==> config.mk <==
export PLATFORM = sky130hd
export DESIGN_NAME = rx_command_decoder
export DESIGN_NICKNAME = d
export VERILOG_FILES = /design/src/rtl/rx_command_decoder.sv
export SDC_FILE = /design/constraint.sdc
export NUM_CORES = 1
export LEC_CHECK = 0
export ABC_CLOCK_PERIOD_IN_PS = 3100
export BUFFER_PORTS_ARGS = -buffer_cell sky130_fd_sc_hd__buf_2
export CORE_MARGIN = 2
export CORE_UTILIZATION = 28
export CTS_CLUSTER_DIAMETER = 30
export DETAILED_ROUTE_END_ITERATION = 6
export PLACE_DENSITY = 0.54
export SYNTH_ARGS = -nofsm -noshare
export SYNTH_HDL_FRONTEND = slang
export SYNTH_SLANG_ARGS = --single-unit
==> constraint.sdc <==
create_clock -name clock -period 3.1 [get_ports clock]
set_input_delay 0.155 -clock clock [delete_from_list [all_inputs] [get_ports clock]]
set_output_delay 0.155 -clock clock [all_outputs]
set_load 0.1 [all_outputs]
==> src/rtl/rx_command_decoder.sv <==
// Turns the UART receive byte stream into minesweeper cursor moves and
// reveal/flag/new-game commands handed to the game core over valid/ready.
module rx_command_decoder #(
  parameter int ROWS  = 8,
  parameter int COLS  = 8,
  parameter int ROW_W = 4,
  parameter int COL_W = 4
) (
  input  logic             clock,
  input  logic             reset,
  input  logic [7:0]       rxdata,
  input  logic             rxfinish,
  output logic [ROW_W-1:0] cursor_row,
  output logic [COL_W-1:0] cursor_col,
  output logic             cmd_valid,
  output logic [1:0]       cmd_code,
  output logic [ROW_W-1:0] cmd_row,
  output logic [COL_W-1:0] cmd_col,
  input  logic             cmd_ready,
  output logic             err,
  output logic [1:0]       err_code
);

  typedef enum logic [1:0] {IDLE, GOTO_ROW, GOTO_COL} state_e;

  localparam logic [1:0] CMD_REVEAL   = 2'd0;
  localparam logic [1:0] CMD_FLAG     = 2'd1;
  localparam logic [1:0] CMD_NEW      = 2'd2;
  localparam logic [1:0] ERR_UNKNOWN  = 2'd0;
  localparam logic [1:0] ERR_DIGIT    = 2'd1;
  localparam logic [1:0] ERR_OVERFLOW = 2'd2;

  localparam logic [7:0] ESC = 8'h1B;
  localparam logic [3:0] ROWS_L = 4'(ROWS);
  localparam logic [3:0] COLS_L = 4'(COLS);
  localparam logic [ROW_W-1:0] ROW_MAX = ROW_W'(ROWS - 1);
  localparam logic [COL_W-1:0] COL_MAX = COL_W'(COLS - 1);

  state_e           state_q, state_d;
  logic [ROW_W-1:0] row_q, row_d, goto_row_q, goto_row_d, cmd_row_q, cmd_row_d;
  logic [COL_W-1:0] col_q, col_d, cmd_col_q, cmd_col_d;
  logic             cmd_valid_q, cmd_valid_d, err_q, err_d;
  logic [1:0]       cmd_code_q, cmd_code_d, err_code_q, err_code_d;

  logic [7:0] upper;
  logic [3:0] digit;
  logic       is_digit, row_ok, col_ok, is_esc;
  logic       issue, new_game, cmd_busy;
  logic [1:0] issue_code;

  // Letters are folded to upper case; the digit value is validated before use.
  always_comb begin
    upper    = (rxdata >= 8'h61 && rxdata <= 8'h7A) ? rxdata - 8'h20 : rxdata;
    digit    = 4'(rxdata - 8'h30);
    is_digit = (rxdata >= 8'h30) && (rxdata <= 8'h39);
    row_ok   = is_digit && (digit < ROWS_L);
    col_ok   = is_digit && (digit < COLS_L);
    is_esc   = (rxdata == ESC);
    cmd_busy = cmd_valid_q && !cmd_ready;
  end

  // NOTE: non-blocking assignments in clocked blocks so every flop samples pre-edge values.
  always_ff @(posedge clock or negedge reset) begin
    if (!reset) state_q <= IDLE;
    else        state_q <= state_d;
  end

  always_comb begin
    state_d = state_q;
    if (rxfinish) begin
      case (state_q)
        IDLE:     if (upper == "G") state_d = GOTO_ROW;
        GOTO_ROW: state_d = (!is_esc && row_ok) ? GOTO_COL : IDLE;
        default:  state_d = IDLE;
      endcase
    end
  end

  always_comb begin
    // NOTE: every _d gets its hold value first so no path through this block infers a latch.
    row_d       = row_q;
    col_d       = col_q;
    goto_row_d  = goto_row_q;
    cmd_valid_d = cmd_valid_q && !cmd_ready;
    cmd_code_d  = cmd_code_q;
    cmd_row_d   = cmd_row_q;
    cmd_col_d   = cmd_col_q;
    err_d       = 1'b0;
    err_code_d  = err_code_q;
    issue       = 1'b0;
    new_game    = 1'b0;
    issue_code  = CMD_REVEAL;

    if (rxfinish) begin
      case (state_q)
        IDLE: begin
          case (upper)
            "W": row_d = (row_q == '0) ? ROW_MAX : row_q - ROW_W'(1);
            "S": row_d = (row_q == ROW_MAX) ? '0 : row_q + ROW_W'(1);
            "A": col_d = (col_q == '0) ? COL_MAX : col_q - COL_W'(1);
            "D": col_d = (col_q == COL_MAX) ? '0 : col_q + COL_W'(1);
            "R", " ": issue = 1'b1;
            "F": begin issue = 1'b1; issue_code = CMD_FLAG; end
            "N": begin issue = 1'b1; issue_code = CMD_NEW; new_game = 1'b1; end
            "G", 8'h0D, 8'h0A: ;
            default: begin err_d = 1'b1; err_code_d = ERR_UNKNOWN; end
          endcase
        end
        GOTO_ROW: begin
          if (is_esc) ;
          else if (row_ok) goto_row_d = ROW_W'(digit);
          else begin err_d = 1'b1; err_code_d = ERR_DIGIT; end
        end
        default: begin
          if (is_esc) ;
          else if (col_ok) begin
            row_d = goto_row_q;
            col_d = COL_W'(digit);
          end else begin err_d = 1'b1; err_code_d = ERR_DIGIT; end
        end
      endcase
    end

    // A command byte while the core is still holding off drops the byte.
    if (issue) begin
      if (cmd_busy) begin
        err_d      = 1'b1;
        err_code_d = ERR_OVERFLOW;
      end else begin
        cmd_valid_d = 1'b1;
        cmd_code_d  = issue_code;
        cmd_row_d   = row_q;
        cmd_col_d   = col_q;
        if (new_game) begin
          row_d = '0;
          col_d = '0;
        end
      end
    end
  end

  always_ff @(posedge clock or negedge reset) begin
    if (!reset) begin
      row_q       <= '0;
      col_q       <= '0;
      goto_row_q  <= '0;
      cmd_valid_q <= 1'b0;
      cmd_code_q  <= '0;
      cmd_row_q   <= '0;
      cmd_col_q   <= '0;
      err_q       <= 1'b0;
      err_code_q  <= '0;
    end else begin
      row_q       <= row_d;
      col_q       <= col_d;
      goto_row_q  <= goto_row_d;
      cmd_valid_q <= cmd_valid_d;
      cmd_code_q  <= cmd_code_d;
      cmd_row_q   <= cmd_row_d;
      cmd_col_q   <= cmd_col_d;
      err_q       <= err_d;
      err_code_q  <= err_code_d;
    end
  end

  assign cursor_row = row_q;
  assign cursor_col = col_q;
  assign cmd_valid  = cmd_valid_q;
  assign cmd_code   = cmd_code_q;
  assign cmd_row    = cmd_row_q;
  assign cmd_col    = cmd_col_q;
  assign err        = err_q;
  assign err_code   = err_code_q;

endmodule

After elaboration in Yosys (flattened, before gate mapping) --
Index checks and enable logic that the tools add are counted.
Storage, ports and cells: register bits after elaboration 28, input port bits 12, output and inout port bits 22, word-level logic and storage cells 102
Operators by class: $add $sub $neg 6, $lt $le $gt $ge 5, equality and inequality tests 16, muxes and demuxes 48, bitwise gates (word level) 2, reductions and logical operators 15
Operator list (count):
- 8-bit by 7-bit == test with 1-bit output, second input constant | 8
- 4-bit 2-to-1 mux | 16
- 4-bit one-hot mux with 2 select lines | 4
- 2-bit 2-to-1 mux | 11
- 8-bit by 4-bit == test with 1-bit output, second input constant | 2
- 1-bit 2-to-1 mux | 14
- 4-bit by 1-bit subtractor with 4-bit output, second input constant | 3
- 11-bit OR reduction | 1
- 4-bit by 1-bit adder with 4-bit output, second input constant | 2
- 4-bit by 3-bit == test with 1-bit output, second input constant | 2
- 8-bit by 5-bit == test with 1-bit output, second input constant | 1
- 8-bit by 6-bit == test with 1-bit output, second input constant | 1
- 8-bit by 6-bit >= comparator with 1-bit output, second input constant | 1
- 8-bit by 7-bit >= comparator with 1-bit output, second input constant | 1
- 8-bit by 6-bit <= comparator with 1-bit output, second input constant | 1
- 8-bit by 7-bit <= comparator with 1-bit output, second input constant | 1
- 4-bit logical NOT | 2
- 8-bit 2-to-1 mux | 1
- 2-bit one-hot mux with 2 select lines | 2
- 8-bit by 6-bit subtractor with 8-bit output, second input constant | 1
- 1-bit logical AND | 5
- 4-bit less-than comparator, second input constant | 1
- 2-bit AND reduction | 2
- 4-bit AND reduction | 1
- 6 further kinds | 8

Depth between registers and ports, before layout --
depth in word-level cells 10, gate-level depth with buffers 9

Worst setup path before layout --
No wires, ideal clock.
kind input-to-reg, start input rxdata[5], end register row_q[1], in the netlist cursor_row[1], library setup time 0.145 ns, data arrival time 2.148 ns, slack 0.807 ns, stages on the path 9, buffers on the path 1, cells stage by stage clkbuf_1 -> inv_1 -> ha_1 -> or3b_2 -> a211oi_4 -> nand2_1 -> and3_1 -> a211oi_1 -> a211oi_1
On the way: longest elaborated chain between the ends 10, elaborated cells on any way between the ends 31, classes of those cells 1 x add/sub; 4 x order compare; 7 x eq/ne; 15 x mux; 4 x reduce/logical
Ends and longest elaborated chain:
- start: declaration | line 11 | input logic [7:0] rxdata,
- 8-bit by 7-bit >= comparator with 1-bit output, or another cell as far along | line 53 | upper = (rxdata >= 8'h61 && rxdata <= 8'h7A) ? rxdata - 8'h20 : rxdata;
- 1-bit logical AND, on equally long branches | line 53, 55
- 8-bit 2-to-1 mux / 1-bit logical AND (equally long branches) | line 53, 57
- 8-bit by 7-bit == test with 1-bit output / 4-bit 2-to-1 mux (equally long branches) | line 97, 116
- 4-bit one-hot mux with 2 select lines, or another cell as far along | line 97 | case (upper)
- 4-bit one-hot mux with 2 select lines / 1-bit 2-to-1 mux (equally long branches) | line 95 | case (state_q)
- 4-bit 2-to-1 mux / 1-bit 2-to-1 mux (equally long branches) | line 94 | if (rxfinish) begin
- 4-bit 2-to-1 mux | line 134 | if (new_game) begin
- 4-bit 2-to-1 mux | line 126 | if (cmd_busy) begin
- 4-bit 2-to-1 mux (*) | line 125 | if (issue) begin
- net row_d[1] | line 40 | logic [ROW_W-1:0] row_q, row_d, goto_row_q, goto_row_d, cmd_row_q, cmd_row_d;
- end signal: assignment | line 154 | row_q <= row_d;
- end: declaration | line 40
Mark *: on every way through the listed nets, which the timed path passes. The rest lies on a longest branch. A chain may end at the register's enable or synchronous reset.

Worst setup path after layout --
start input rxdata[5], end register col_q[3], in the netlist cursor_col[3]
On the way: longest elaborated chain between the ends 10, elaborated cells on any way between the ends 31, classes of those cells 1 x add/sub; 4 x order compare; 7 x eq/ne; 15 x mux; 4 x reduce/logical
Ends and longest elaborated chain:
- 8-bit by 7-bit >= comparator with 1-bit output, or another cell as far along | line 53
- 1-bit logical AND, on equally long branches | line 53, 55
- 8-bit 2-to-1 mux / 1-bit logical AND (equally long branches) | line 53, 57
- 8-bit by 7-bit == test with 1-bit output / 4-bit 2-to-1 mux (equally long branches) | line 97, 116
- 4-bit one-hot mux with 2 select lines, or another cell as far along | line 97
- 4-bit one-hot mux with 2 select lines / 1-bit 2-to-1 mux (equally long branches) | line 95
- 4-bit 2-to-1 mux / 1-bit 2-to-1 mux (equally long branches) | line 94
- 4-bit 2-to-1 mux | line 134
- 4-bit 2-to-1 mux | line 126
- 4-bit 2-to-1 mux (*) | line 125
- net col_d[3] | line 41 | logic [COL_W-1:0] col_q, col_d, cmd_col_q, cmd_col_d;
- end signal: assignment | line 155 | col_q <= col_d;
- end: declaration | line 41
Marked as above.

==> results.py <==
metrics = {
    "sta": {
        "fin_worst_skew_ps": 4.13,
        "layout_setup_ws_ps": 870,
        "fin_crit_sh_pct": 71.9,
        "hold-worst-slack_ps": 255,
        "setup_tns_ps": 0,
        "period_needed_ps": 2230,
        "max_freq_ghz": 0.448,
        "worst_pin_slew_ps": 685,
        "final_hold_viol_count": 0,
        "drv_slew": 0,
        "rsz0062_at_grt": "false",
        "slew_headroom_pct": 53.7,
        "finalSetupViolations": 0,
    },
    "power_and_ir_drop": {
        "swShare_pct": 47.7,
        "clockPowerShare_pct": 21.3,
        "internal_power_mw": 0.722,
        "vdd_drop_max_mv": 0.492,
        "p_comb_share_pct": 45.2,
        "switchingPower_mw": 0.658,
        "pwr-share-seq_pct": 33.5,
        "finalPower_mw": 1.38,
        "p_leak_nw": 1.04,
        "power_density_nw_per_um2": 567,
    },
    "synthesis": {
        "syn_avg_cell_area_um2": 8.78,
        "synth-xor-area-share_pct": 0.821,
        "synth_top_family_by_area": "simple AND/OR/NAND/NOR gates",
        "async_flop_share_pct": 100,
        "synth-compound-area-share_pct": 22.4,
        "synth_edf_count": 0,
        "syn-cell-area_um2": 2130,
        "synthSimpleGateAreaFrac_pct": 26.7,
        "yosys_warnings": 0,
        "synth_nets": 261,
        "synthAdderAreaFrac_pct": 3.52,
        "postSynthCellCount": 243,
        "ys_seq_area_share_pct": 32.8,
        "synth.distinct_cells": 57,
        "ys_seq_elements": 28,
        "synth_flop_cell": "dfrtp_1",
        "synthMuxAreaShare_pct": 7.80,
    },
    "floorplan": {
        "core_area_um2": 7330,
        "initial_core_util_pct": 29.1,
        "chipWidth_um": 91.3,
        "dieHeight_um": 91.3,
        "rows": 31,
        "die-area_um2": 8340,
        "io_pins": 34,
    },
    "clock_tree": {
        "clk_pin_slew_ps": 100,
        "post_cts_resized": 0,
        "cts_max_path_buffers": 2,
        "cts_buffers": 3,
        "clock_sinks": 28,
        "clock-root-buffer": "clkbuf_8",
        "cts_tree": "done",
        "clk_latency_ps": 280,
        "htree_num_levels": 1,
    },
    "final_layout": {
        "mostFrequentLayoutCells": "33 x buf_2, 28 x dfrtp_1, 22 x nand2_1",
        "multiInputGateArea_um2": 1310,
        "antenna_cells": 0,
        "final_nets": 283,
        "final_common_cell": "buf_2",
        "layout-drive-gt1-share_pct": 24.6,
        "ff_latch_area_um2": 701,
        "layout.cells.non_filler": 363,
        "syn2layout_area_growth_pct": 14.0,
        "fillers": 763,
    },
    "route": {
        "drc": 0,
        "wl_mm": 5.73,
        "vias_per_cell": 5.40,
        "drt_iter0_markers": 145,
        "wl_per_cell_um": 15.8,
        "final_antenna_net_count": 0,
        "via_count": 1959,
        "drtPass1Iterations": 4,
    },
    "placed_design": {
        "port_buffers": 33,
        "pre_cts_ws_ps": 613,
        "gp_congestion": 0.820,
        "dp_cells": 358,
        "hpwl_mm": 4.11,
    },
    "critical_path": {
        "crit_arrival_ps": 2410,
        "worstPathCellList": "buf_2 -> inv_1 -> ha_1 -> nor3b_1 -> o221ai_1 -> a2111oi_4 -> o21ai_0 -> a32oi_1 -> nor2_1",
        "slowest_stage": "a2111oi_4",
        "critical-path-top-delay-family": "compound AO/OA/AOI/OAI gates",
        "max_stage_delay_ps": 500,
        "endpoint_kind": "flip-flop",
        "required_ps": 3280,
        "worstSetupStartpointType": "input pin",
        "cp_max_fo": 16,
        "timing.critical_path.buf_inv": 2,
        "worstSetupPathType": "input pin to flip-flop",
    },
    "global_routing": {
        "antenna_found_initial": 0,
        "track_usage_pct": 14.0,
        "grt_pass1_wl_mm": 9.51,
        "grt_pass1_vias": 1832,
        "gr-total-overflow": 0,
        "grt_max_degree": 29,
    },
    "min_path": {
        "hold_path_class": "input pin to flip-flop",
    },
    "run_status": {
        "run_status": "finished, final reports clean",
    },
    "run": {
        "cap_violations": 0,
    },
}
state kept, by name, summed over array words and instances (netlist names):
register,count
cmd_code,2
state_q,2
goto_row_q,4
cursor_col,4
cursor_row,4
cmd_valid,1
err_code,2
err,1
cmd_col,4
cmd_row,4
worst paths after layout:
check,to,from,cells after the start,slack [ps]
setup reg to reg,cursor_col[3]$_DFF_PN0_,state_q[1]$_DFFE_PN0P_,6,1180
max in group asynchronous,cursor_col[0]$_DFF_PN0_,reset,2,2250
hold reg to reg,cmd_code[1]$_DFFE_PN0P_,cmd_code[1]$_DFFE_PN0P_,1,480
hold / removal,cmd_valid$_DFF_PN0_,cmd_ready,3,250
setup / recovery,cursor_col[3]$_DFF_PN0_,rxdata[5],9,870
min in group asynchronous,cursor_row[2]$_DFF_PN0_,reset,2,420
metrics by stage:
step                utilization [%]  area, µm²
floorplan                         -       2130
global placement               32.1       2350
detailed placement             32.1       2350
CTS                            33.2       2430
global route                   33.2       2430
finish                         33.2       2430
cell usage after synthesis (2+ instances only):
library cell  number  area, µm²
a211oi_1           3       22.5
buf_1              2       7.51
and4_1             2       17.5
buf_2              3       15.0
nor2_1            19       71.3
a2bb2oi_1          3       26.3
nor4_1             3       18.8
mux2_2            13        146
a21oi_1           15       75.1
mux2i_1            2       20.0
o211ai_1           5       37.5
a32oi_1            3       26.3
and3_1             2       12.5
nor4b_1            4       35.0
dfrtp_1           28        701
nand2b_1           5       31.3
nand2_1           22       82.6
a221oi_1           2       17.5
nand3b_1           8       60.1
nor2b_1            3       18.8
o221ai_1           2       17.5
nand3_1            6       30.0
ha_1               6       75.1
a31oi_1            6       37.5
o21ai_0            7       35.0
clkbuf_1          12       45.0
nor3_1             6       30.0
nand4_1            6       37.5
nor3b_1            2       15.0
nor3_2             2       20.0
a21o_1             3       22.5
a31o_2             2       17.5
inv_1             11       41.3
or3b_2             2       17.5
power by group through the flow:
stage / logic [mW] / registers, mW / clock network [mW]
2_1_floorplan: 0.200 / 0.782 / 0
6_report: 0.624 / 0.462 / 0.294
3_5_place_dp: 0.624 / 0.470 / 0
5_1_grt: 0.658 / 0.473 / 0.317
3_3_place_gp: 0.621 / 0.467 / 0
4_1_cts: 0.626 / 0.463 / 0.303
worst min-delay path: cells and delay by family:
family                 cells  cell delay, ps
buffers and inverters      1              80
AND/OR/NAND/NOR            2             280
layout make-up:
| class | count | area share, % |
|---|---|---|
| clock buffers | 3 | 1.70 |
| clock inverters | 1 | 1.23 |
| inverters | 11 | 1.70 |
| multi-input cells | 185 | 53.7 |
| flip-flops and latches | 28 | 28.8 |
| well taps | 99 | 5.09 |
| repair buffers | 36 | 7.81 |
timing repair:
action,4_1_cts,5_1_grt
hold buffers,1,0
endpoints found under the hold margin,28,0
buffers inserted,0,0
cell families after synthesis:
family                   count (synthesis)
AND/OR/NAND/NOR                         98
buffers and inverters                   30
AO/OA/AOI/OAI                           64
flip-flops                              28
XOR/XNOR                                 2
multiplexers                            15
adder cells (fa/ha/maj)                  6
metal layers:
metal	up-vias	GRT usage (%)	routed length [µm]
li1	947	-	-
met1	951	20.9	2840
met2	57	21.2	2580
met3	4	0.996	239
met4	0	4.55	67
met5	-	0	0
Note: power is estimated with default switching activity, not from simulation.
